$ cat src/rtl/bcd_scan_decoder.sv
// Serialises a packed BCD word into per-digit decimal one-hot beats over a
// valid/ready stream, flagging non-decimal codes and counting them.
module bcd_scan_decoder #(
    parameter int DIGITS     = 4,
    parameter bit MSD_FIRST  = 1'b1,
    parameter bit ACTIVE_LOW = 1'b0,
    localparam int IW = (DIGITS > 1) ? $clog2(DIGITS) : 1
) (
    input  logic              clk,
    input  logic              rst_n,
    input  logic              in_valid,
    output logic              in_ready,
    input  logic [4*DIGITS-1:0] bcd_in,
    output logic              out_valid,
    input  logic              out_ready,
    output logic [9:0]        y,
    output logic [IW-1:0]     digit_idx,
    output logic              last,
    output logic              err,
    input  logic              err_clr,
    output logic [7:0]        err_count
);

    localparam logic [IW-1:0] FIRST_IDX = MSD_FIRST ? IW'(DIGITS - 1) : '0;
    localparam logic [IW-1:0] LAST_IDX  = MSD_FIRST ? '0 : IW'(DIGITS - 1);

    typedef enum logic {IDLE, SCAN} state_t;

    state_t              state, state_nxt;
    logic [4*DIGITS-1:0] word;
    logic [9:0]          y_hot;
    logic                load, advance, done;
    logic [IW-1:0]       idx_nxt;
    logic [4*DIGITS-1:0] word_src;
    logic [3:0]          dig;
    logic [9:0]          y_hot_nxt;

    always_ff @(posedge clk or negedge rst_n) begin
        if (!rst_n) state <= IDLE;
        else        state <= state_nxt;
    end

    always_comb begin
        state_nxt = state;
        load      = 1'b0;
        advance   = 1'b0;
        done      = 1'b0;
        unique case (state)
            IDLE: if (in_valid) begin
                load      = 1'b1;
                state_nxt = SCAN;
            end
            SCAN: if (out_ready) begin
                if (last) begin
                    done      = 1'b1;
                    state_nxt = IDLE;
                end else begin
                    advance = 1'b1;
                end
            end
            default: state_nxt = IDLE;
        endcase
    end

    // Next beat is decoded from bcd_in directly on capture so the first digit
    // is ready one cycle after the input handshake.
    always_comb begin
        idx_nxt   = load ? FIRST_IDX : (MSD_FIRST ? digit_idx - 1'b1 : digit_idx + 1'b1);
        word_src  = load ? bcd_in : word;
        dig       = word_src[{idx_nxt, 2'b00} +: 4];
        y_hot_nxt = (dig <= 4'd9) ? (10'd1 << dig) : '0;
    end

    always_ff @(posedge clk or negedge rst_n) begin
        if (!rst_n) begin
            word      <= '0;
            y_hot     <= '0;
            digit_idx <= '0;
            last      <= 1'b0;
            err       <= 1'b0;
        end else begin
            if (load) word <= bcd_in;
            if (load || advance) begin
                y_hot     <= y_hot_nxt;
                digit_idx <= idx_nxt;
                last      <= (idx_nxt == LAST_IDX);
                err       <= (dig > 4'd9);
            end else if (done) begin
                y_hot     <= '0;
                digit_idx <= '0;
                last      <= 1'b0;
                err       <= 1'b0;
            end
        end
    end

    always_ff @(posedge clk or negedge rst_n) begin
        if (!rst_n)
            err_count <= '0;
        else if (err_clr)
            err_count <= '0;
        else if (out_valid && out_ready && err && err_count != 8'hFF)
            err_count <= err_count + 8'd1;
    end

    assign in_ready  = (state == IDLE);
    assign out_valid = (state == SCAN);
    assign y         = ACTIVE_LOW ? ~y_hot : y_hot;

endmodule
$ cat config.mk
export PLATFORM = sky130hd
export DESIGN_NAME = bcd_scan_decoder
export DESIGN_NICKNAME = d
export VERILOG_FILES = /design/src/rtl/bcd_scan_decoder.sv
export SDC_FILE = /design/constraint.sdc
export NUM_CORES = 1
export LEC_CHECK = 0
export BUFFER_PORTS_ARGS = -buffer_cell sky130_fd_sc_hd__buf_2
export CORE_MARGIN = 1.5
export CORE_UTILIZATION = 48
export DETAILED_ROUTE_END_ITERATION = 8
export MAX_ROUTING_LAYER = met4
export PLACE_DENSITY = 0.75
export SETUP_SLACK_MARGIN = 0.4
export SYNTH_ARGS = -nofsm -noshare
export SYNTH_HDL_FRONTEND = slang
export SYNTH_SLANG_ARGS = --single-unit
$ cat constraint.sdc
create_clock -name clk -period 1.7 [get_ports clk]
set_clock_uncertainty 0.2 [all_clocks]
set_input_delay 0.085 -clock clk [delete_from_list [all_inputs] [get_ports clk]]
set_output_delay 0.085 -clock clk [all_outputs]
set_load 0.01 [all_outputs]
# Yosys cells after proc, flatten, opt, wreduce, memory -nomap -nowiden
# Index checks and enable logic that the tools add are counted.
[classes]
addsub = 2
order_cmp = 2
n_eq_ne = 1
shift = 2
mux = 22
bitwise = 1
reduce_logical = 7
[op_table]
columns = ["op", "n"]
rows = [
  ["$mux 10", 3],
  ["$mux 16", 1],
  ["$mux 8", 2],
  ["$shiftx 16x5->4", 1],
  ["$mux 1", 12],
  ["$shl 1x4->10 const A", 1],
  ["$add 8x1->8 const B", 1],
  ["$ne 8x8->1 const B", 1],
  ["$mux 2", 3],
  ["$gt 4x4->1 const B", 1],
  ["$le 4x4->1 const B", 1],
  ["$reduce_bool 2->1", 2],
  ["$logic_and 1x1->1", 3],
  ["$logic_not 2->1", 1],
  ["$pmux 1 s2", 1],
  ["$sub 2x1->2 const B", 1],
  ["$logic_or 1x1->1", 1],
  ["$not 1->1", 1],
]
[totals]
regBits = 39
out_inout_bits = 24
elab_cells = 44

# Depth between registers and ports, before layout
# Gate-level depths: netlist of run 1.
[depth]
word_depth = 7
ltp_mapped = 7
depth_no_buf = 5

# Worst setup path after synthesis of run 1
# Ideal clock, no wire load.
[synth_path]
path_type = "reg-to-reg"
from = "register state (netlist: out_valid)"
to = "register y_hot[8] (netlist: y[8])"
arrival_ps = 1512
path_slack_ps = -134
path_stages_with_launch = 7
n_path_buf = 1
period_less_slack_ps = 1834
cell_sequence = "dfrtp_1 > nand2b_1 > buf_6 > a221o_1 > nand4_4 > nor2_2 > a32o_1"
[synth_between]
elab_chain_len = 6
[synth_rtl]
columns = ["element", "line", "source"]
rows = [
  ["start: declaration", "29", "state_t state, state_nxt;"],
  ["start signal: assignment", "40", "else state <= state_nxt;"],
  ["$mux 1", "48", "unique case (state)"],
  ["$mux 16 / $mux 2 (equally long branches)", "69, 68", ""],
  ["$shiftx 16x5->4", "70", "dig = word_src[{idx_nxt, 2'b00} +: 4];"],
  ["$le 4x4->1 / $shl 1x4->10 (equally long branches)", "71", "y_hot_nxt = (dig <= 4'd9) ? (10'd1 << dig) : '0;"],
  ["$mux 10", "71", ""],
  ["$mux 10", "83", "if (load || advance) begin"],
  ["end signal: assignment", "84", "y_hot <= y_hot_nxt;"],
  ["end: declaration", "31", "logic [9:0] y_hot;"],
]
# Several ways; a longest one is shown, not always the timed one.
# A chain may end at the register's enable or synchronous reset.

# Worst setup path after layout of run 1
[layout_path]
from = "register digit_idx[0]"
to = "register y_hot[4] (netlist: y[4])"
[layout_between]
elab_chain_len = 6
[layout_rtl]
columns = ["element", "line", "source"]
rows = [
  ["start: declaration", "17", "output logic [IW-1:0] digit_idx,"],
  ["start signal: assignment", "85", "digit_idx <= idx_nxt;"],
  ["$sub 2x1->2 *", "68", "idx_nxt = load ? FIRST_IDX : (MSD_FIRST ? digit_idx - 1'b1 : digit_idx + 1'b1);"],
  ["$mux 2 *", "68", ""],
  ["$shiftx 16x5->4 *", "70", ""],
  ["$le 4x4->1 / $shl 1x4->10 (equally long branches)", "71", ""],
  ["$mux 10 *", "71", ""],
  ["$mux 10 *", "83", ""],
]
# Every way passes the cells marked *; elsewhere a longest branch is shown, timed or not.

==> results.md, run 1 <==
* Antenna violations before repair at 0
* Portion of synthesized cell area occupied by the leading cell type at around half
* Fill cell count at between 200 and 300
* Wire length of the first global-routing pass at a little under 8000 um
* Maximum fanout encountered on the critical timing path at 9
* Worst supply voltage drop on vdd at roughly 0.00085 V
* CTS HTree Levels at 2
* Remaining routing DRC violations at 0
* Clock tree buffer depth at 2
* Worst hold margin at -102 ps
* Post-detailed-route via-to-cell ratio at about 5.5
* Largest net degree at the start of global routing at 21
* Total Neg Setup Slack at -1770 ps
* Signed area change from the synthesized netlist to the final layout at 50.3%
* WHS Path Cells at 3
* ANT cells at 0
* Failing checks: negative hold slack, negative setup slack
* Unrepaired setup endpoints after global routing: true
* Arrival @ worst endpoint at 1890 ps
* GRT met3 Usage at between 5 and 6%
* Depth of the most critical reg-to-reg path at 6
* Fraction of final layout cells with drive strength greater than 1 at a little under half
* # hold bufs at CTS at 16
* Hold Crit Class: input port to register
* Cell at the root of the clock tree: clkbuf_8
* Critical R2R Launch: digit_idx[0]
* Aggregate routed wire length at around 5600 um
* Max-cap violations at 0
* Site row count at 23
* Most congested layer reported by global routing: met2
* Core footprint at a little under 4000 sq um
* GP Congestion at ~1.0
* Async set or reset register ratio after synthesis at 100%
* Total iterations of the first detailed-routing run at 4
* R2R Path End: y[4]
* R2R Setup Slk at -210 ps
* Ratio of final minimum period to clock period at 112%
* Cell with the most instances after synthesis: nand2_1
* Area of the die at approximately 4500 sq um
* Final hold violation count at 4
* Status: finished with violations
* # port buffers at 44
* Total power per unit cell area at roughly 1600 nW/um^2
* Synthesized instance count at 203
* Vias in the first global route at about 1700
* DP Worst Slack at -133 ps
* TritonCTS clock tree: yes
* Min-delay src: bcd_in[15]
* Fmax at around 520 MHz
* Initial cell density of the core at 49.9%
* DRC violation total after the first TritonRoute iteration at between 150 and 200
* Final setup viols at 12
* NumNets Final at 320
* Area of all sequential standard cells at 980 sq um
* Number of nets with antenna violations after routing at 0
* Global-route usage over all layers at between 20% and 30%
* Fraction of the yosys area taken by sequential cells at between 40% and 50%
* Cell taking the most area after synthesis: dfrtp_1
* Grt met2 use at a little under two fifths
* Most used DFF post-synth: dfrtp_1
* Cell area after technology mapping at 1980 sq um
* Number of placed I/O pins at between 40 and 50
* Count of distinct cell types in the synthesized netlist at 44
* Critical path endpoint category: register
* Number of CTS-inserted buffers at 5
* Average instance area after synthesis at 9.77 sq um
* Clock transition at the register clock pins on the worst setup and hold paths after CTS at around 70 ps
* Synth area leaders: dfrtp_1 49%, nand2_1 11%, nand4_4 3.2%
* Register bit count reported by yosys at 39
* List of most frequent post-synthesis cells: 56 x nand2_1, 39 x dfrtp_1, 16 x nor2_1
* Mapped Nets at between 200 and 250
* Total number of vias at ~1900
* Routed wire per std cell at ~16 um
* Syn. warnings at 0
* End point of the most critical hold path: word[15]
* Worst path required time at 1680 ps
* Category of the critical setup timing path: register to register
* Fin. max-slew vios at 0
* Die Span Y at 67.3 um
* Post-route minimum period at between 1500 and 2000 ps
* Die X-Extent at around 67 um
* Number of enable-type register cells in the synthesized netlist at 0
* Slew @ Worst Pin at about 500 ps
* Area of the multi-input gates at approximately 1100 sq um
* Met1 Usage GRT at a little under a third
* Slack of the critical path at -209 ps
* Headroom to the max-slew limit at 66.6%
* Worst Setup Start Kind: register
* Clock insertion delay at the later pin of the skew report at 290 ps
* GR Overflow Total at 0
* Leakage at about 1.5 nW
* Sinks on Clock Net at 39
* HPWL after detailed placement at roughly 3400 um
[how the worst max path moves through the flow]
| stage | from | endpoint | cells past startpoint |
|---|---|---|---|
| floorplan | out_valid | y[8] | 6 |
| global placement | out_valid | y[5] | 5 |
| detailed placement | digit_idx[0] | y[2] | 6 |
| CTS | digit_idx[0] | y[4] | 6 |
| global route | digit_idx[0] | y[5] | 6 |
| finish | digit_idx[0] | y[4] | 6 |
[where the power goes]
| group | switching, W | internal [W] |
|---|---|---|
| clock | 0.000311 | 0.000318 |
| sequential | 0.000266 | 0.00124 |
| combinational | 0.00139 | 0.00132 |
| total | 0.00196 | 0.00287 |
[cell type report]
type / instances / share of cell area, %
Clock buffer: 6 / 2.77
Clock inverter: 1 / 0.168
Inverter: 5 / 0.629
Multi-Input combinational cell: 149 / 36.8
Sequential cell: 39 / 32.9
Tap cell: 50 / 2.10
Timing Repair Buffer: 98 / 24.7
[cell usage in the layout (no fill, tap or decap), drive strengths merged, types with 6 or more instances in the layout]
cell type,instances
buf,82
nand2,56
dfrtp,39
nor2,18
dlygate4sd3,16
nand3,15
a32o,6
clkbuf,6
[critical path, stage by stage (launching register included)]
cell and delay [ps]:
dfrtp_2 440, buf_4 180, nor2_2 140, a221o_1 240, nand4_4 180, buf_6 170, a32o_1 230
[state kept, by name (all words and copies together), names as in the netlist]
signal     flops
digit_idx      2
err            1
err_count      8
last           1
out_valid      1
word          16
y             10
[metrics by stage]
step	power (W)	util [%]	hold slack [ps]	cell area, sq um	std cells
final	0.00484	75.1	-102	2980	348
after global routing	0.00513	75.1	-64.0	2980	348
after floorplan	0.00294	-	-411	2030	203
after detailed placement	0.00360	61.2	-147	2430	313
after CTS	0.00440	68.9	-116	2740	340
after global placement	0.00356	61.2	-149	2430	313
[logic make-up after synthesis]
logic type | after synthesis | share of synthesized area (%)
flip-flops | 39 | 49.2
buffers and inverters | 16 | 4.48
XOR/XNOR | 7 | 3.09
AO/OA/AOI/OAI | 29 | 13.1
multiplexers | 1 | 0.505
AND/OR/NAND/NOR | 110 | 29.0
adder cells (fa/ha/maj) | 1 | 0.631
[per-layer routing]
metal,up-vias,wire (um),share of wire (%)
li1,888,-,-
met1,918,2290,41
met2,69,2790,49
met3,26,307,5.4
met4,0,259,4.6
met5,-,0,0
[what timing repair did]
item,in CTS,in global routing
endpoints found under the setup margin,32,43
gates cloned,1,1
hold endpoints to repair,64,4
pin swaps,2,8
setup buffers,3,7
gates resized for setup,8,41
Power figures use the tool's default switching activity.
==> inputs of run 2 (changes only) <==
- CELL_PAD_IN_SITES_DETAIL_PLACEMENT: not set -> 0
- CELL_PAD_IN_SITES_GLOBAL_PLACEMENT: not set -> 1
- CORE_UTILIZATION: 48 -> 37
- PLACE_DENSITY: 0.75 -> not set
- PLACE_DENSITY_LB_ADDON: not set -> 0.1
==> run 2 against run 1 <==
Compared with the run above: the run still ends with negative hold slack, negative setup slack left; design area up 4.7%; utilization decreased by 14 points; first-iteration DRC count fell by 52%; power up 1.3%; count of clock-buffer cells in the layout grew 1; sequential cell count is the same; worst hold slack worse by 26 ps; via count is 4.3% lower; maximum frequency rose by 6.0%; largest power group unchanged; highest routed layer unchanged.
==> results.md, run 2 (same netlist as run 1, synthesis figures left out) <==
* Status: finished with violations
* Failing checks: negative hold slack, negative setup slack
* Clock transition at the register clock pins on the worst setup and hold paths after CTS at around 70 ps
* GR Overflow Total at 0
* Leading cell types in the layout, fill and taps excluded: 51 x nand2_1, 40 x buf_2, 37 x dfrtp_1
* WHS Path Cells at 3
* Register with the highest flop count: word
* Wire length of the first global-routing pass at approximately 8700 um
* Arrival @ worst endpoint at between 1500 and 2000 ps
* Ratio of final minimum period to clock period at 106%
* Min-delay src: bcd_in[12]
* Die X-Extent at between 70 and 80 um
* Worst hold margin at -127 ps
* Final setup viols at 11
* Fin. max-slew vios at 0
* Clock tree buffer depth at 2
* Category of the critical setup timing path: register to register
* TritonCTS clock tree: yes
* Sinks on Clock Net at 39
* End point of the most critical hold path: word[12]
* NumNets Final at ~330
* Total number of vias at ~1800
* Max-cap violations at 0
* Depth of the most critical reg-to-reg path at 5
* Grt met2 use at a little under a third
* Met1 Usage GRT at 25.4%
* R2R Setup Slk at -100 ps
* Antenna violations before repair at 0
* Cell at the root of the clock tree: clkbuf_8
* Number of nets with antenna violations after routing at 0
* Die Span Y at about 76 um
* GRT met3 Usage at under 10%
* Clock insertion delay at the later pin of the skew report at 290 ps
* ANT cells at 0
* Total iterations of the first detailed-routing run at 4
* Slew @ Worst Pin at approximately 470 ps
* Number of placed I/O pins at 45
* GP Congestion at ~0.84
* DRC violation total after the first TritonRoute iteration at 77
* Aggregate routed wire length at roughly 5200 um
* Slack of the critical path at -101 ps
* Number of CTS-inserted buffers at 5
* Fraction of final layout cells with drive strength greater than 1 at 46.9%
* Placed Instance Area at between 2000 and 3000 sq um
* CTS HTree Levels at 2
* Largest net degree at the start of global routing at 21
* Unrepaired setup endpoints after global routing: true
* R2R Path End: y[9]
* Post-route minimum period at about 1800 ps
* Headroom to the max-slew limit at roughly 69%
* HPWL after detailed placement at 3580 um
* # hold bufs at CTS at 15
* Vias in the first global route at 1798
* Post-detailed-route via-to-cell ratio at around 4.8
* Leakage at ~1.5 nW
* Maximum fanout encountered on the critical timing path at 7
* Final hold violation count at 3
* Remaining routing DRC violations at 0
* Total Neg Setup Slack at -760 ps
* Hold Crit Class: input port to register
* Most congested layer reported by global routing: met2
* Post-route design area at approximately 3100 sq um
* Critical path endpoint category: register
* Total power per unit cell area at approximately 1600 nW/um^2
* Global-route usage over all layers at between 10% and 20%
* # port buffers at 44
* Initial cell density of the core at around two fifths
* Most common library cell in the layout ignoring fill and taps: nand2_1
* Routed wire per std cell at between 10 and 15 um
* Area of the die at between 5000 and 6000 sq um
* Core footprint at around 5100 sq um
* Worst Setup Start Kind: register
* Site row count at 26
* Worst path required time at around 1700 ps
* Number of flip-flops in the largest register at 16
* Signed area change from the synthesized netlist to the final layout at 57.4%
* Critical R2R Launch: digit_idx[0]
* Worst supply voltage drop on vdd at ~0.00086 V
* Fmax at 555 MHz
-- run 2: changes by cell type in the layout (fill, tap and decap cells not counted), sizes merged --
cell / delta
dlygate4sd3: -1
buf: +13
clkbuf: +1
-- run 2: worst max-delay path by stage --
stage | end | startpoint | depth (start not counted) | slack (ps)
2_1_floorplan | y[8] | out_valid | 6 | -80
3_3_place_gp | y[1] | out_valid | 4 | -150
3_5_place_dp | y[0] | out_valid | 4 | -120
4_1_cts | y[4] | digit_idx[0] | 5 | -100
5_1_grt | y[5] | digit_idx[0] | 6 | -150
6_report | y[9] | digit_idx[0] | 5 | -100
-- run 2: repair_timing --
action	4_1_cts	5_1_grt
endpoints found under the hold margin	64	3
setup endpoints to repair	35	44
pin swaps	10	7
buffers inserted	12	4
gates resized for setup	34	20
cloned	1	0
-- run 2: layout make-up --
class | instances | area, sq um
clock buffers | 7 | 76.3
clock inverters | 1 | 5.00
fillers | 458 | 2020
inverters | 5 | 18.8
multi-input cells | 149 | 1100
flip-flops and latches | 39 | 978
well taps | 70 | 87.6
repair buffers | 110 | 855
-- run 2: metal layers --
| metal | up-vias | routed length [um] |
|---|---|---|
| met2 | 42 | 2530 |
| met3 | 11 | 206 |
| met5 | - | 0 |
| li1 | 911 | - |
| met1 | 856 | 2380 |
| met4 | 0 | 118 |
-- run 2: critical path, stage by stage (launching register included) --
cell	delay, ps
dfrtp_2	440
or2_4	280
a221o_1	340
nand4_4	130
nor2_4	50
a32o_1	240
-- run 2: through the flow --
stage | total power, W | util (%) | setup slack [ps] | cells
floorplan | 0.00294 | - | -80.5 | 203
global placement | 0.00373 | 49.2 | -147 | 341
detailed placement | 0.00374 | 49.2 | -116 | 341
CTS | 0.00473 | 58.3 | -102 | 377
global route | 0.00528 | 60.7 | -152 | 381
finish | 0.00490 | 60.7 | -101 | 381
-- run 2: power by group --
part | internal, W | switching (W) | total (W)
registers | 0.00123 | 0.000245 | 0.00148
logic | 0.00145 | 0.00137 | 0.00282
clock network | 0.000288 | 0.000312 | 0.000600
